<file path="src/rtl/video_pkg.sv">
// video_pkg: shared pattern codes, counter width and default 640x480 raster timing
package video_pkg;
  typedef enum logic [1:0] {
    PAT_HRAMP  = 2'd0,
    PAT_VRAMP  = 2'd1,
    PAT_CHECK  = 2'd2,
    PAT_SCROLL = 2'd3
  } pat_e;
  localparam int CNT_W       = 12;
  localparam int DEF_H_DISP  = 640;
  localparam int DEF_V_DISP  = 480;
  localparam int DEF_H_SYNC  = 96;
  localparam int DEF_H_BACK  = 48;
  localparam int DEF_H_FRONT = 16;
  localparam int DEF_V_SYNC  = 2;
  localparam int DEF_V_BACK  = 33;
  localparam int DEF_V_FRONT = 10;
endpackage

</file>
<file path="src/rtl/video_timing_cnt.sv">
// video_timing_cnt: h/v raster counters and region decode; clk/rst_n in; run, hs_n, vs_n, de, frame_start, frame_end, x, y out
module video_timing_cnt
  import video_pkg::*;
#(
  parameter int H_DISP  = DEF_H_DISP,
  parameter int V_DISP  = DEF_V_DISP,
  parameter int H_SYNC  = DEF_H_SYNC,
  parameter int H_BACK  = DEF_H_BACK,
  parameter int H_FRONT = DEF_H_FRONT,
  parameter int V_SYNC  = DEF_V_SYNC,
  parameter int V_BACK  = DEF_V_BACK,
  parameter int V_FRONT = DEF_V_FRONT
) (
  input  logic       clk,
  input  logic       rst_n,
  output logic       run,
  output logic       hs_n,
  output logic       vs_n,
  output logic       de,
  output logic       frame_start,
  output logic       frame_end,
  output logic [7:0] x,
  output logic [7:0] y
);
  localparam int H_TOTAL = H_SYNC + H_BACK + H_DISP + H_FRONT;
  localparam int V_TOTAL = V_SYNC + V_BACK + V_DISP + V_FRONT;
  localparam logic [CNT_W-1:0] H_LAST = CNT_W'(H_TOTAL - 1);
  localparam logic [CNT_W-1:0] V_LAST = CNT_W'(V_TOTAL - 1);
  localparam logic [CNT_W-1:0] H_SY   = CNT_W'(H_SYNC);
  localparam logic [CNT_W-1:0] V_SY   = CNT_W'(V_SYNC);
  localparam logic [CNT_W-1:0] H_A0   = CNT_W'(H_SYNC + H_BACK);
  localparam logic [CNT_W-1:0] V_A0   = CNT_W'(V_SYNC + V_BACK);
  localparam logic [CNT_W-1:0] H_A1   = CNT_W'(H_SYNC + H_BACK + H_DISP);
  localparam logic [CNT_W-1:0] V_A1   = CNT_W'(V_SYNC + V_BACK + V_DISP);
  logic [CNT_W-1:0] h_cnt, v_cnt;
  logic h_wrap, v_wrap;
  assign h_wrap = h_cnt == H_LAST;
  assign v_wrap = v_cnt == V_LAST;
  // run holds the counters at (0,0) for one extra cycle after reset release
  always_ff @(posedge clk or negedge rst_n)
    if (!rst_n) begin
      run   <= 1'b0;
      h_cnt <= '0;
      v_cnt <= '0;
    end else begin
      run <= 1'b1;
      if (run) begin
        h_cnt <= h_wrap ? '0 : h_cnt + CNT_W'(1);
        if (h_wrap) v_cnt <= v_wrap ? '0 : v_cnt + CNT_W'(1);
      end
    end
  assign hs_n        = h_cnt >= H_SY;
  assign vs_n        = v_cnt >= V_SY;
  assign de          = h_cnt >= H_A0 && h_cnt < H_A1 && v_cnt >= V_A0 && v_cnt < V_A1;
  assign frame_start = h_cnt == '0 && v_cnt == '0;
  assign frame_end   = run && h_wrap && v_wrap;
  assign x           = h_cnt[7:0] - H_A0[7:0];
  assign y           = v_cnt[7:0] - V_A0[7:0];
endmodule

</file>
<file path="src/rtl/gray_pattern_gen.sv">
// gray_pattern_gen: raster timing + 8-bit gray test pattern; clk/rst_n/pattern_sel in; gray_hsync/vsync/data/de and frame_cnt out
module gray_pattern_gen
  import video_pkg::*;
#(
  parameter int H_DISP  = DEF_H_DISP,
  parameter int V_DISP  = DEF_V_DISP,
  parameter int H_SYNC  = DEF_H_SYNC,
  parameter int H_BACK  = DEF_H_BACK,
  parameter int H_FRONT = DEF_H_FRONT,
  parameter int V_SYNC  = DEF_V_SYNC,
  parameter int V_BACK  = DEF_V_BACK,
  parameter int V_FRONT = DEF_V_FRONT
) (
  input  logic       clk,
  input  logic       rst_n,
  input  logic [1:0] pattern_sel,
  output logic       gray_hsync,
  output logic       gray_vsync,
  output logic [7:0] gray_data,
  output logic       gray_de,
  output logic [7:0] frame_cnt
);
  logic run, hs_n, vs_n, de, frame_start, frame_end;
  logic [7:0] x, y, pix;
  pat_e pat_q;
  video_timing_cnt #(
    .H_DISP(H_DISP), .V_DISP(V_DISP), .H_SYNC(H_SYNC), .H_BACK(H_BACK),
    .H_FRONT(H_FRONT), .V_SYNC(V_SYNC), .V_BACK(V_BACK), .V_FRONT(V_FRONT)
  ) u_tim (
    .clk(clk), .rst_n(rst_n), .run(run), .hs_n(hs_n), .vs_n(vs_n), .de(de),
    .frame_start(frame_start), .frame_end(frame_end), .x(x), .y(y)
  );
  always_comb
    pix = pat_q == PAT_HRAMP ? x :
          pat_q == PAT_VRAMP ? y :
          pat_q == PAT_CHECK ? {8{x[5] ^ y[5]}} : x + frame_cnt;
  // pat_q only reloads at (0,0) so a frame never mixes two patterns
  always_ff @(posedge clk or negedge rst_n)
    if (!rst_n) begin
      pat_q      <= PAT_HRAMP;
      frame_cnt  <= '0;
      gray_hsync <= 1'b1;
      gray_vsync <= 1'b1;
      gray_de    <= 1'b0;
      gray_data  <= '0;
    end else begin
      if (frame_start) pat_q <= pat_e'(pattern_sel);
      if (frame_end) frame_cnt <= frame_cnt + 8'd1;
      if (run) begin
        gray_hsync <= hs_n;
        gray_vsync <= vs_n;
        gray_de    <= de;
        gray_data  <= de ? pix : '0;
      end
    end
endmodule

</file>
<file path="config.mk">
export PLATFORM = sky130hd
export DESIGN_NAME = gray_pattern_gen
export DESIGN_NICKNAME = d
export VERILOG_FILES = /design/src/rtl/video_pkg.sv /design/src/rtl/video_timing_cnt.sv /design/src/rtl/gray_pattern_gen.sv
export SDC_FILE = /design/constraint.sdc
export NUM_CORES = 1
export LEC_CHECK = 0
export CAP_MARGIN = 30
export CORE_ASPECT_RATIO = 0.5
export CORE_MARGIN = 3
export CORE_UTILIZATION = 32
export DETAILED_ROUTE_END_ITERATION = 12
export GPL_TIMING_DRIVEN = 1
export PLACE_DENSITY_LB_ADDON = 0.1
export SYNTH_ARGS = -nofsm -noshare
export SYNTH_HDL_FRONTEND = slang
export SYNTH_SLANG_ARGS = --single-unit
</file>
<file path="constraint.sdc">
create_clock -name clk -period 2.1 [get_ports clk]
set_clock_uncertainty 0.1 [all_clocks]
set_input_delay 0.21 -clock clk [delete_from_list [all_inputs] [get_ports clk]]
set_output_delay 0.21 -clock clk [all_outputs]
set_load 0.01 [all_outputs]
</file>
==> impl_results.md <==
* Result of the run: finished, violations left
* Failing checks: negative setup slack
* Worst Hold Endpoint: gray_vsync
* Setup TNS Final at -0.443 ns
* HPWL after DPL at 6520 um
* Post-synth net total at 351
* Min Clock Period, post-route at 2.20 ns
* DRT iter0 DRCs at 155
* Number of antenna violations at the first check in global routing at 0
* Crit-path max FO at 5
* Data required, critical path at 2.19 ns
* Number of warning messages in the yosys log at 0
* Post-Place Cells at 521
* Layout cell share with drive strength beyond 1 at 0.355
* Worst hold stages at 2
* Number of endpoints with negative hold slack in the final report at 0
* I/O Buffers at 22
* Cell with the biggest individual delay on the critical path: or4_4
* Total number of clock tree sinks at 46
* Startpoint types: flip-flop
* Mean instance size in the synthesized netlist at 9.15 um2
* Place WS at -0.205 ns
* Source of the worst hold timing path: gray_vsync
* Via density at 5.10
* Post-synthesis cell type with the largest combined area: dfrtp_1
* Instance count of the mapped netlist at 328
* # fillers at 855
* GRT Residual Overflow at 0
* Type of the tightest min-delay check: reg2reg
* Most used flip-flop cell after synthesis: dfrtp_1
* TritonCTS Buffers at 5
* Filler-free cell count of the finished design at 540
* CTS tree: done
* Drt wl/cell at 16.5 um
* First-pass GRT wire length at 14,100 um
* Fin worst setup slack at -0.0958 ns
* DRC violation count after routing at 0
* Cell leakage power at 2.05 nW
* Overall track demand over capacity in global routing at 0.171
* Post-synth EDFFs at 0
* Layout overhead on the synthesized area at 45.8%
* Setup repair after global routing missed its margin: yes
* Pwr Density at 787 nW/um2
* Maximum number of pins on one net before global-route repair at 32
* Unique masters post-synth at 61
* Die H at 74.5 um
* Largest stage delay on the critical path at 0.52 ns
* Pin slew with the least headroom to its limit at 0.759 ns
* Summed instance area of the synthesized netlist at 3000 um2
* Class of the most critical setup path: reg2reg
* Flop-to-flop setup slack at -0.1 ns
* Series of cell instances along the critical path: or4_4 -> o41ai_4 -> nand4_1 -> a31o_4 -> o41ai_2
* Kind of end point of the critical path: flip-flop
* Max Freq at 455 MHz
* Final Max Tran Viols at 0
* Proportion of register bits with asynchronous set or reset after synthesis at 1.00
* Final-report setup violation count at 12
* Via count at 2,756
* I/O pin count at 23
* CTS Buffer Depth at 2
* Post-layout net count at 445
* Reg-to-reg startpoint: u_tim.v_cnt[2]
* Antenna diode count at 0
* Ratio of final minimum period to clock period at 1.05
* First-pass iteration count of the detailed router at 5
* Highest ir drop seen on vdd at 0.317 mV
* Reg2reg end: gray_data[7]
* Total Wirelength at 8880 um
* Post-route antenna net violation count at 0
* Depth of the CTS H-tree at 2
* Crit path arrival time at 2.29 ns
* Sequential area share after synthesis at 0.384
* Synth top area share at 0.367
* Reported max-cap violation count at 0
* Die Width at 143 um
* Clock root buffer: clkbuf_16
* Relative max-transition margin at 0.494
* Initial core utilization at 0.337
* Clock slew seen by the registers of the worst setup and hold paths at 0.07 ns
* Top area cells in the synthesized netlist: dfrtp_1 (37%), ha_1 (7.5%), xnor2_1 (7.0%)
* Clock Latency Late Sink at 0.29 ns
* Number of cells on the worst reg-to-reg path at 5
* Placer Congestion at 0.812
* Register bit count reported by yosys at 46
* Number of global-route vias before repair at 2,721
* Floorplan die area at 10,600 um2
* FP Rows at 24
* Core region area at 8920 um2
* Pwr Total at 3.44 mW
## metrics by stage
step | instance area, um2 | hold slack [ns] | utilization
after global routing | 4380 | 0.407 | 0.491
final | 4380 | 0.392 | 0.491
after global placement | 3840 | 0.205 | 0.430
after CTS | 4180 | 0.395 | 0.469
after detailed placement | 3840 | 0.221 | 0.430
after floorplan | 3030 | -0.186 | -
## metal layers
metal  part of all wire  global-route usage  up-vias
met5                  0                   0        -
met4              0.011              0.0421        0
met3              0.042              0.0328        9
met2               0.44               0.265       50
met1               0.51               0.249     1338
li1                   -                   -     1359
## layout make-up
| type | count | area (um2) | area share |
|---|---|---|---|
| clock buffers | 6 | 139 | 0.0317 |
| clock inverters | 2 | 12.5 | 0.00286 |
| inverters | 23 | 88.8 | 0.0203 |
| multi-input cells | 241 | 1960 | 0.449 |
| flip-flops and latches | 46 | 1150 | 0.264 |
| well taps | 117 | 146 | 0.0335 |
| repair buffers | 105 | 871 | 0.199 |
## power breakdown
group	switching, mW	leakage, nW	internal [mW]
clock network	0.357	0.0729	0.472
logic	0.746	1.36	0.752
registers	0.151	0.614	0.963
## worst max-delay path: cells and delay by family, from the launching register on
kind / cells / cell delay [ns]
and+or+nand+nor: 2 / 0.73
DFF: 1 / 0.43
AOI/OAI and AO/OA: 3 / 0.84
## how the worst max path moves through the flow
stage,startpoint,end,slack [ns],cells past startpoint
floorplan,u_tim.h_cnt[5],u_tim.v_cnt[9],-0.05,8
global placement,u_tim.h_cnt[4],gray_data[7],-0.18,7
detailed placement,u_tim.h_cnt[4],gray_data[7],-0.20,7
CTS,u_tim.v_cnt[4],gray_data[7],-0.08,5
global route,u_tim.v_cnt[2],gray_data[7],-0.18,5
finish,u_tim.v_cnt[2],gray_data[7],-0.1,5
## cell families after synthesis
logic type / share of synthesized area
other: 0.00125
AND/OR/NAND/NOR: 0.224
XOR/XNOR: 0.0934
AO/OA/AOI/OAI: 0.144
buffers and inverters: 0.0567
multiplexers: 0.0146
flip-flops: 0.384
adder cells (fa/ha/maj): 0.0817
## registers in the layout, indices dropped and copies added (netlist names)
signal       flops
frame_cnt        8
gray_data        8
gray_de          1
gray_hsync       1
gray_vsync       1
pat_q            2
u_tim.h_cnt     12
u_tim.run        1
u_tim.v_cnt     12
## cells in the mapped netlist, types with 2 or more instances
master / count
dfrtp_1: 44
nand2_1: 31
xnor2_1: 24
inv_1: 23
nor2_1: 21
ha_1: 18
o21ai_0: 16
a21oi_1: 13
clkbuf_1: 12
nand3_1: 12
nor3_1: 10
o22ai_1: 9
nand4_1: 8
xor2_1: 8
nor4_1: 6
and2_1: 5
a211oi_1: 4
or3_1: 4
and3_1: 3
buf_2: 3
mux2_2: 3
nor3b_1: 3
o32ai_1: 3
dfstp_2: 2
nand2b_1: 2
nor3_2: 2
nor4b_1: 2
o21bai_1: 2
o41ai_1: 2
o41ai_2: 2
## cells in the final DEF, fill, tap and decap left out, types with 3 or more instances in the layout
| cell type | netlist | layout |
|---|---|---|
| inv_1 | 23 | 20 |
| nand4_1 | 8 | 8 |
| nor4_1 | 6 | 4 |
| xnor2_1 | 24 | 22 |
| nand3_1 | 12 | 11 |
| nor2_1 | 21 | 19 |
| clkdlybuf4s50_1 | 0 | 21 |
| buf_4 | 1 | 74 |
| o21ai_0 | 16 | 8 |
| a211oi_1 | 4 | 4 |
| clkbuf_16 | 0 | 5 |
| a21oi_1 | 13 | 11 |
| o21ai_1 | 0 | 7 |
| ha_1 | 18 | 14 |
| buf_6 | 1 | 8 |
| nand2_1 | 31 | 27 |
| ha_4 | 0 | 4 |
| xor2_1 | 8 | 7 |
| o22ai_1 | 9 | 6 |
| and3_1 | 3 | 3 |
| dfrtp_1 | 44 | 43 |
| or3_1 | 4 | 3 |
| o22ai_2 | 0 | 3 |
| nor4_4 | 1 | 3 |
| nor3_1 | 10 | 8 |
| and2_1 | 5 | 4 |
| nor3_4 | 0 | 3 |
## what timing repair did
item                                    in CTS  in global routing
hold buffers                                 1                  0
buffers inserted                             4                  6
endpoints found under the hold margin       27                  0
gates resized for setup                     33                 33
pin swaps                                   11                 12
endpoints found under the setup margin      28                 36
No activity file was read; power rests on OpenSTA's default activity.
